<file path="config.mk">
export PLATFORM = sky130hd
export DESIGN_NAME = alu_multicycle
export DESIGN_NICKNAME = d
export VERILOG_FILES = /design/src/rtl/alu_pkg.sv /design/src/rtl/alu_iter_unit.sv /design/src/rtl/alu_multicycle.sv
export SDC_FILE = /design/constraint.sdc
export NUM_CORES = 1
export LEC_CHECK = 0
export ABC_CLOCK_PERIOD_IN_PS = 4100
export BUFFER_PORTS_ARGS = -buffer_cell sky130_fd_sc_hd__clkbuf_2
export CAP_MARGIN = 10
export CORE_MARGIN = 5
export CORE_UTILIZATION = 45
export CTS_BUF_LIST = sky130_fd_sc_hd__clkbuf_4
export DETAILED_ROUTE_END_ITERATION = 16
export GPL_TIMING_DRIVEN = 0
export HOLD_SLACK_MARGIN = 0.15
export PLACE_DENSITY = 0.67
export SLEW_MARGIN = 25
export SYNTH_ARGS = -nofsm -noshare
export SYNTH_HDL_FRONTEND = slang
export SYNTH_SLANG_ARGS = --single-unit
</file>
<file path="constraint.sdc">
create_clock -name CLK -period 4.1 [get_ports CLK]
set_input_delay 0.41 -clock CLK [delete_from_list [all_inputs] [get_ports CLK]]
set_output_delay 0.41 -clock CLK [all_outputs]
set_load 0.03 [all_outputs]
</file>
<file path="src/rtl/alu_pkg.sv">
// Shared opcodes and FSM encoding for the multi-cycle ALU.
package alu_pkg;

  localparam logic [2:0] ALU_FWD = 3'b000;
  localparam logic [2:0] ALU_ADD = 3'b001;
  localparam logic [2:0] ALU_AND = 3'b010;
  localparam logic [2:0] ALU_OR  = 3'b011;
  localparam logic [2:0] ALU_MUL = 3'b100;
  localparam logic [2:0] ALU_SLL = 3'b101;
  localparam logic [2:0] ALU_SRA = 3'b110;
  localparam logic [2:0] ALU_ROR = 3'b111;

  typedef enum logic [1:0] {
    ST_IDLE = 2'd0,
    ST_EXEC = 2'd1,
    ST_HOLD = 2'd2
  } state_t;

endpackage

</file>
<file path="src/rtl/alu_iter_unit.sv">
// Iterative datapath: shift-add multiplier and 1-bit-per-cycle shifter/rotator.
module alu_iter_unit
  import alu_pkg::*;
#(
  parameter int WIDTH = 8,
  parameter int SHW   = $clog2(WIDTH) + 1
) (
  input  logic             clk,
  input  logic             rst_n,
  input  logic             start,
  input  logic [2:0]       op,
  input  logic [WIDTH-1:0] a,
  input  logic [WIDTH-1:0] b,
  output logic [SHW-1:0]   amount,
  output logic             done,
  output logic [WIDTH-1:0] result
);

  logic [2:0]       op_q;
  logic [WIDTH-1:0] acc_q;
  logic [WIDTH-1:0] mcand_q;
  logic [WIDTH-1:0] mplier_q;
  logic [SHW-1:0]   count_q;
  logic [WIDTH-1:0] step;

  // Effective step count for the op presented at the inputs; MUL always takes WIDTH steps.
  always_comb begin
    amount = SHW'(WIDTH);
    if (op == ALU_ROR) begin
      amount = b[SHW-1:0] % SHW'(WIDTH);
    end else if (op != ALU_MUL) begin
      amount = (b >= WIDTH'(WIDTH)) ? SHW'(WIDTH) : b[SHW-1:0];
    end
  end

  always_comb begin
    step = acc_q;
    case (op_q)
      ALU_MUL: step = mplier_q[0] ? acc_q + mcand_q : acc_q;
      ALU_SLL: step = {acc_q[WIDTH-2:0], 1'b0};
      ALU_SRA: step = {acc_q[WIDTH-1], acc_q[WIDTH-1:1]};
      ALU_ROR: step = {acc_q[0], acc_q[WIDTH-1:1]};
      default: step = acc_q;
    endcase
  end

  // The final step's value is offered combinationally so the top can register it on the same edge.
  assign done   = (count_q == SHW'(1));
  assign result = step;

  always_ff @(posedge clk or negedge rst_n) begin
    if (!rst_n) begin
      op_q     <= ALU_FWD;
      acc_q    <= '0;
      mcand_q  <= '0;
      mplier_q <= '0;
      count_q  <= '0;
    end else if (start) begin
      op_q     <= op;
      count_q  <= amount;
      acc_q    <= (op == ALU_MUL) ? '0 : a;
      mcand_q  <= a;
      mplier_q <= b;
    end else if (count_q != '0) begin
      acc_q    <= step;
      mcand_q  <= mcand_q << 1;
      mplier_q <= mplier_q >> 1;
      count_q  <= count_q - SHW'(1);
    end
  end

endmodule

</file>
<file path="src/rtl/alu_multicycle.sv">
// Multi-cycle ALU: handshake FSM, single-cycle logic ops inline, iterative ops in alu_iter_unit.
module alu_multicycle
  import alu_pkg::*;
#(
  parameter int WIDTH = 8,
  localparam int SHW  = $clog2(WIDTH) + 1
) (
  input  logic             CLK,
  input  logic             RESET_N,
  input  logic             IN_VALID,
  output logic             IN_READY,
  input  logic [WIDTH-1:0] OPERAND1,
  input  logic [WIDTH-1:0] OPERAND2,
  input  logic [2:0]       ALUOP,
  output logic             OUT_VALID,
  input  logic             OUT_READY,
  output logic [WIDTH-1:0] RESULT,
  output logic             ZERO,
  output logic             CARRY,
  output logic [1:0]       dbg_state
);

  // Handshake: an operand set is accepted on a rising edge where IN_VALID && IN_READY;
  // a result is consumed on a rising edge where OUT_VALID && OUT_READY. The two never
  // overlap: IN_READY is high only in IDLE and OUT_VALID only in HOLD.

  state_t           state_q, state_d;
  logic [WIDTH-1:0] result_q, result_d;
  logic             zero_q, zero_d;
  logic             carry_q, carry_d;
  logic             carry_new;
  logic             load;
  logic             iter_start;
  logic             iter_done;
  logic [SHW-1:0]   iter_amount;
  logic [WIDTH-1:0] iter_result;
  logic [WIDTH:0]   sum;

  assign sum = {1'b0, OPERAND1} + {1'b0, OPERAND2};

  alu_iter_unit #(.WIDTH(WIDTH), .SHW(SHW)) u_iter (
    .clk    (CLK),
    .rst_n  (RESET_N),
    .start  (iter_start),
    .op     (ALUOP),
    .a      (OPERAND1),
    .b      (OPERAND2),
    .amount (iter_amount),
    .done   (iter_done),
    .result (iter_result)
  );

  always_comb begin
    state_d    = state_q;
    result_d   = result_q;
    zero_d     = zero_q;
    carry_d    = carry_q;
    carry_new  = 1'b0;
    load       = 1'b0;
    iter_start = 1'b0;
    case (state_q)
      ST_IDLE: begin
        if (IN_VALID) begin
          case (ALUOP)
            ALU_FWD: begin result_d = OPERAND2; load = 1'b1; end
            ALU_ADD: begin result_d = sum[WIDTH-1:0]; carry_new = sum[WIDTH]; load = 1'b1; end
            ALU_AND: begin result_d = OPERAND1 & OPERAND2; load = 1'b1; end
            ALU_OR:  begin result_d = OPERAND1 | OPERAND2; load = 1'b1; end
            ALU_MUL: iter_start = 1'b1;
            default: begin
              // A zero shift/rotate amount skips EXEC and returns the value untouched.
              if (iter_amount == '0) begin
                result_d = OPERAND1;
                load     = 1'b1;
              end else begin
                iter_start = 1'b1;
              end
            end
          endcase
          state_d = load ? ST_HOLD : ST_EXEC;
        end
      end
      ST_EXEC: begin
        if (iter_done) begin
          result_d = iter_result;
          load     = 1'b1;
          state_d  = ST_HOLD;
        end
      end
      ST_HOLD: begin
        if (OUT_READY) state_d = ST_IDLE;
      end
      default: state_d = ST_IDLE;
    endcase
    if (load) begin
      zero_d  = (result_d == '0);
      carry_d = carry_new;
    end
  end

  always_ff @(posedge CLK or negedge RESET_N) begin
    if (!RESET_N) begin
      state_q  <= ST_IDLE;
      result_q <= '0;
      zero_q   <= 1'b0;
      carry_q  <= 1'b0;
    end else begin
      state_q  <= state_d;
      result_q <= result_d;
      zero_q   <= zero_d;
      carry_q  <= carry_d;
    end
  end

  assign IN_READY  = (state_q == ST_IDLE);
  assign OUT_VALID = (state_q == ST_HOLD);
  assign RESULT    = result_q;
  assign ZERO      = zero_q;
  assign CARRY     = carry_q;
  assign dbg_state = state_q;

endmodule

</file>
==> impl_metrics.prom <==
# TYPE chip_impl_metric gauge
chip_impl_metric{name="synth_cell_types",unit=""} 69
chip_impl_info{name="cts_tree",value="yes"} 1
chip_impl_info{name="reg2reg_from",value="u_iter.acc_q[0]$_DFFE_PN0P_"} 1
chip_impl_metric{name="top_achievable_clock_speed",unit="GHz"} 0.298
chip_impl_metric{name="ff2ff_setup_slack",unit="ps"} 750
chip_impl_metric{name="cts_inserted_buffers",unit=""} 5
chip_impl_metric{name="place.gp.congestion",unit=""} 0.896
chip_impl_metric{name="grt_start_max_net_pins",unit=""} 44
chip_impl_metric{name="grt_first_pass_wirelength",unit="mm"} 19.1
chip_impl_metric{name="post_synthesis_instance_area",unit="µm²"} 3720
chip_impl_metric{name="drive_above_1_share",unit="%"} 11.0
chip_impl_info{name="cp_cell_sequence",value="ha_1 -> fa_1 -> a21o_1 -> a211o_1 -> a311o_1 -> a32oi_1 -> o21ai_0 -> or4_1 -> o31ai_2"} 1
chip_impl_metric{name="worst_r2r_path_depth",unit=""} 9
chip_impl_metric{name="dpl.hpwl",unit="mm"} 9.03
chip_impl_metric{name="worst_ir_drop_vdd",unit="mV"} 0.408
chip_impl_metric{name="worst_ep_arrival_time",unit="ps"} 3630
chip_impl_metric{name="clock_sink_count",unit=""} 43
chip_impl_metric{name="synth.ff_latch_count",unit=""} 43
chip_impl_info{name="cts_root_buf",value="clkbuf_4"} 1
chip_impl_metric{name="route.detailed.vias_per_inst",unit=""} 6.17
chip_impl_metric{name="fin_hold_ws",unit="ps"} 213
chip_impl_metric{name="ctsHtreeMaxLevel",unit=""} 2
chip_impl_metric{name="antenna_violations_before_repair",unit=""} 0
chip_impl_metric{name="via_total_after_detailed_routing",unit=""} 3837
chip_impl_metric{name="drt_first_pass_iters",unit=""} 5
chip_impl_metric{name="register_area_share_after_synthesis",unit="%"} 28.9
chip_impl_metric{name="finalNetCount",unit=""} 567
chip_impl_metric{name="fp.coreArea",unit="µm²"} 8130
chip_impl_metric{name="worst_slew_margin_rel",unit="%"} 48.7
chip_impl_metric{name="filler_cell_count",unit=""} 785
chip_impl_metric{name="total_wire_length_after_detailed_routing",unit="mm"} 11.8
chip_impl_info{name="most_used_standard_cells_in_the_synthesized_netlist",value="nand2_1, dfrtp_1, nor2_1"} 1
chip_impl_metric{name="synth_largest_type_area_fraction",unit="%"} 28.9
chip_impl_metric{name="floorplan.die.width",unit="µm"} 101
chip_impl_metric{name="timing.critical_path.fanout_max",unit=""} 5
chip_impl_metric{name="p_leak",unit="nW"} 1.88
chip_impl_metric{name="detail_route.wl_per_cell",unit="µm"} 18.9
chip_impl_metric{name="clk_pin_slew",unit="ps"} 150
chip_impl_info{name="synth_ff_type",value="dfrtp_1"} 1
chip_impl_metric{name="dieHeight",unit="µm"} 101
chip_impl_metric{name="setup_ws",unit="ps"} 747
chip_impl_metric{name="layout-area-overhead-vs-synth",unit="%"} 10.7
chip_impl_metric{name="synth-warning-count",unit=""} 0
chip_impl_metric{name="cts.repair.resized",unit=""} 0
chip_impl_metric{name="io_buffers",unit=""} 35
chip_impl_metric{name="grt_usage",unit="%"} 23.6
chip_impl_metric{name="finalSetupViolations",unit=""} 0
chip_impl_info{name="timing.critical_path.to_type",value="flip-flop"} 1
chip_impl_metric{name="maxCapViolCount",unit=""} 0
chip_impl_info{name="critical_path.startpoint",value="u_iter.acc_q[0]$_DFFE_PN0P_"} 1
chip_impl_metric{name="slew_violations",unit=""} 0
chip_impl_metric{name="final.setup.tns",unit="ps"} 0
chip_impl_metric{name="total_power",unit="mW"} 2.82
chip_impl_metric{name="worst-slew-pin-transition",unit="ps"} 759
chip_impl_metric{name="avg_inst_size_synth",unit="µm²"} 7.86
chip_impl_metric{name="power_per_cell_area",unit="nW/µm²"} 685
chip_impl_metric{name="drt_first_iter_violations",unit=""} 369
chip_impl_metric{name="final_antenna_net_count",unit=""} 0
chip_impl_metric{name="dp.cells",unit=""} 613
chip_impl_info{name="grt_setup_unrepaired",value="false"} 1
chip_impl_metric{name="grt_remaining_overflow",unit=""} 0
chip_impl_info{name="worstSetupPathType",value="flip-flop to flip-flop"} 1
chip_impl_info{name="synth.most_common_cell",value="nand2_1"} 1
chip_impl_metric{name="layout_worst_path_cycle_share",unit="%"} 81.8
chip_impl_info{name="setup.worst_path.start_class",value="flip-flop"} 1
chip_impl_metric{name="diodes",unit=""} 0
chip_impl_info{name="holdCritStartpoint",value="OUT_READY"} 1
chip_impl_info{name="endpoint",value="ZERO$_DFFE_PN0P_"} 1
chip_impl_metric{name="asyncSetResetFlopFracSynth",unit="%"} 100
chip_impl_info{name="timing.rr.end",value="ZERO$_DFFE_PN0P_"} 1
chip_impl_metric{name="instances_no_fill",unit=""} 622
chip_impl_metric{name="die-area",unit="µm²"} 10200
chip_impl_info{name="critical-path-slowest-cell",value="or4_1"} 1
chip_impl_metric{name="number_of_rows_created_at_floorplan",unit=""} 33
chip_impl_metric{name="max_stage_delay",unit="ps"} 610
chip_impl_metric{name="required",unit="ps"} 4380
chip_impl_metric{name="synth_nets",unit=""} 524
chip_impl_metric{name="final.setup_skew",unit="ps"} 11.1
chip_impl_metric{name="preCtsSetupSlack",unit="ps"} 819
chip_impl_info{name="run_status",value="finished clean"} 1
chip_impl_info{name="hold_path.class",value="input port to flip-flop"} 1
chip_impl_metric{name="period_minus_slack",unit="ps"} 3350
chip_impl_metric{name="route.detailed.drc",unit=""} 0
chip_impl_metric{name="initial_utilization",unit="%"} 45.7
chip_impl_metric{name="clkLatencyLatePin",unit="ps"} 360
chip_impl_metric{name="synth_cells",unit=""} 473
chip_impl_metric{name="ctsLongestPathBuffers",unit=""} 2
chip_impl_metric{name="hold_violations",unit=""} 0
chip_impl_metric{name="edff_count_synth",unit=""} 0
chip_impl_metric{name="first_global_vias",unit=""} 3546
chip_impl_info{name="most_area_hungry_cell_type_in_the_yosys_netlist",value="dfrtp_1"} 1
chip_impl_info{name="synth.area.top_cells",value="dfrtp_1, ha_1, nand2_1"} 1
chip_impl_metric{name="io_pins",unit=""} 37
routing by layer:
layer  part of all wire [%]  vias to the layer above  wire length [µm]  global-route usage (%)
met5                      0                        -                 0                       0
met4                   0.93                        0               109                    3.17
met3                    6.6                       15               772                    3.11
li1                       -                     1821                 -                       -
met1                     46                     1830              5460                    34.9
met2                     46                      171              5410                    37.6
worst min path at each step:
stage | endpoint | slack [ps] | depth (start not counted)
floorplan | CARRY$_DFFE_PN0P_ | 110 | 0
global placement | CARRY$_DFFE_PN0P_ | 480 | 2
detailed placement | RESULT[0]$_DFF_PN0_ | 480 | 1
CTS | dbg_state[1]$_DFFE_PN0P_ | 210 | 2
global route | dbg_state[1]$_DFFE_PN0P_ | 220 | 2
finish | dbg_state[1]$_DFFE_PN0P_ | 210 | 2
state kept, by name, summed over array words and instances, names as in the netlist:
signal           flops
RESULT               8
u_iter.acc_q         8
u_iter.mcand_q       8
u_iter.mplier_q      8
u_iter.count_q       4
u_iter.op_q          3
dbg_state            2
CARRY                1
ZERO                 1
cell type report:
| type | instances | area (µm²) | share of cell area [%] |
|---|---|---|---|
| multi-input cells | 377 | 2440 | 59.3 |
| flip-flops and latches | 43 | 1080 | 26.1 |
| repair buffers | 36 | 188 | 4.56 |
| well taps | 105 | 131 | 3.19 |
| plain buffers | 30 | 116 | 2.83 |
| inverters | 23 | 86.3 | 2.10 |
| clock inverters | 3 | 42.5 | 1.03 |
| clock buffers | 5 | 37.5 | 0.911 |
logic make-up (layout without fill, tap and decap cells):
family	count (synthesis)	after routing	synth area share (%)
AOI/OAI and AO/OA	147	147	27.4
xor gates and xnor gates	7	7	1.65
adders and majority gates	28	28	9.82
buffers and inverters	53	97	5.45
DFF	43	43	28.9
muxes	11	11	2.99
and+or+nand+nor	184	184	23.8
where the power goes:
part	leakage (nW)	total (mW)	switching (mW)	internal, mW
Clock	0.0432	0.282	0.153	0.129
Combinational	1.31	1.71	1.05	0.666
Sequential	0.531	0.826	0.209	0.617
Total	1.88	2.82	1.41	1.41
stage by stage:
| stage | utilization (%) | cell area [µm²] |
|---|---|---|
| floorplan | - | 3720 |
| global placement | 49.5 | 4030 |
| detailed placement | 49.5 | 4030 |
| CTS | 50.6 | 4120 |
| global route | 50.6 | 4120 |
| finish | 50.6 | 4120 |
worst max-delay path, delay by kind of cell, from the launching register on:
| family | cells | cell delay [ps] |
|---|---|---|
| AO/OA/AOI/OAI | 6 | 1470 |
| adder cells (fa/ha/maj) | 2 | 690 |
| AND/OR/NAND/NOR | 1 | 610 |
| flip-flops | 1 | 480 |
cells in the final DEF (no fill, tap or decap), types with 7 or more instances in the layout:
master	instances
ha_1	26
clkbuf_1	26
nand2_1	62
inv_1	23
a31oi_1	20
a21oi_1	24
mux2i_1	10
clkbuf_2	34
a211oi_1	7
o21ai_0	26
nand2b_1	17
nor3_1	12
o22ai_1	9
nand3_1	19
nor2_1	42
dfrtp_1	43
repair_timing:
item | CTS | global route
endpoints found under the hold margin | 43 | 0
setup buffers | 0 | 0
hold buffers | 1 | 0
setup endpoints to repair | 0 | 0
Power figures use the tool's default switching activity.
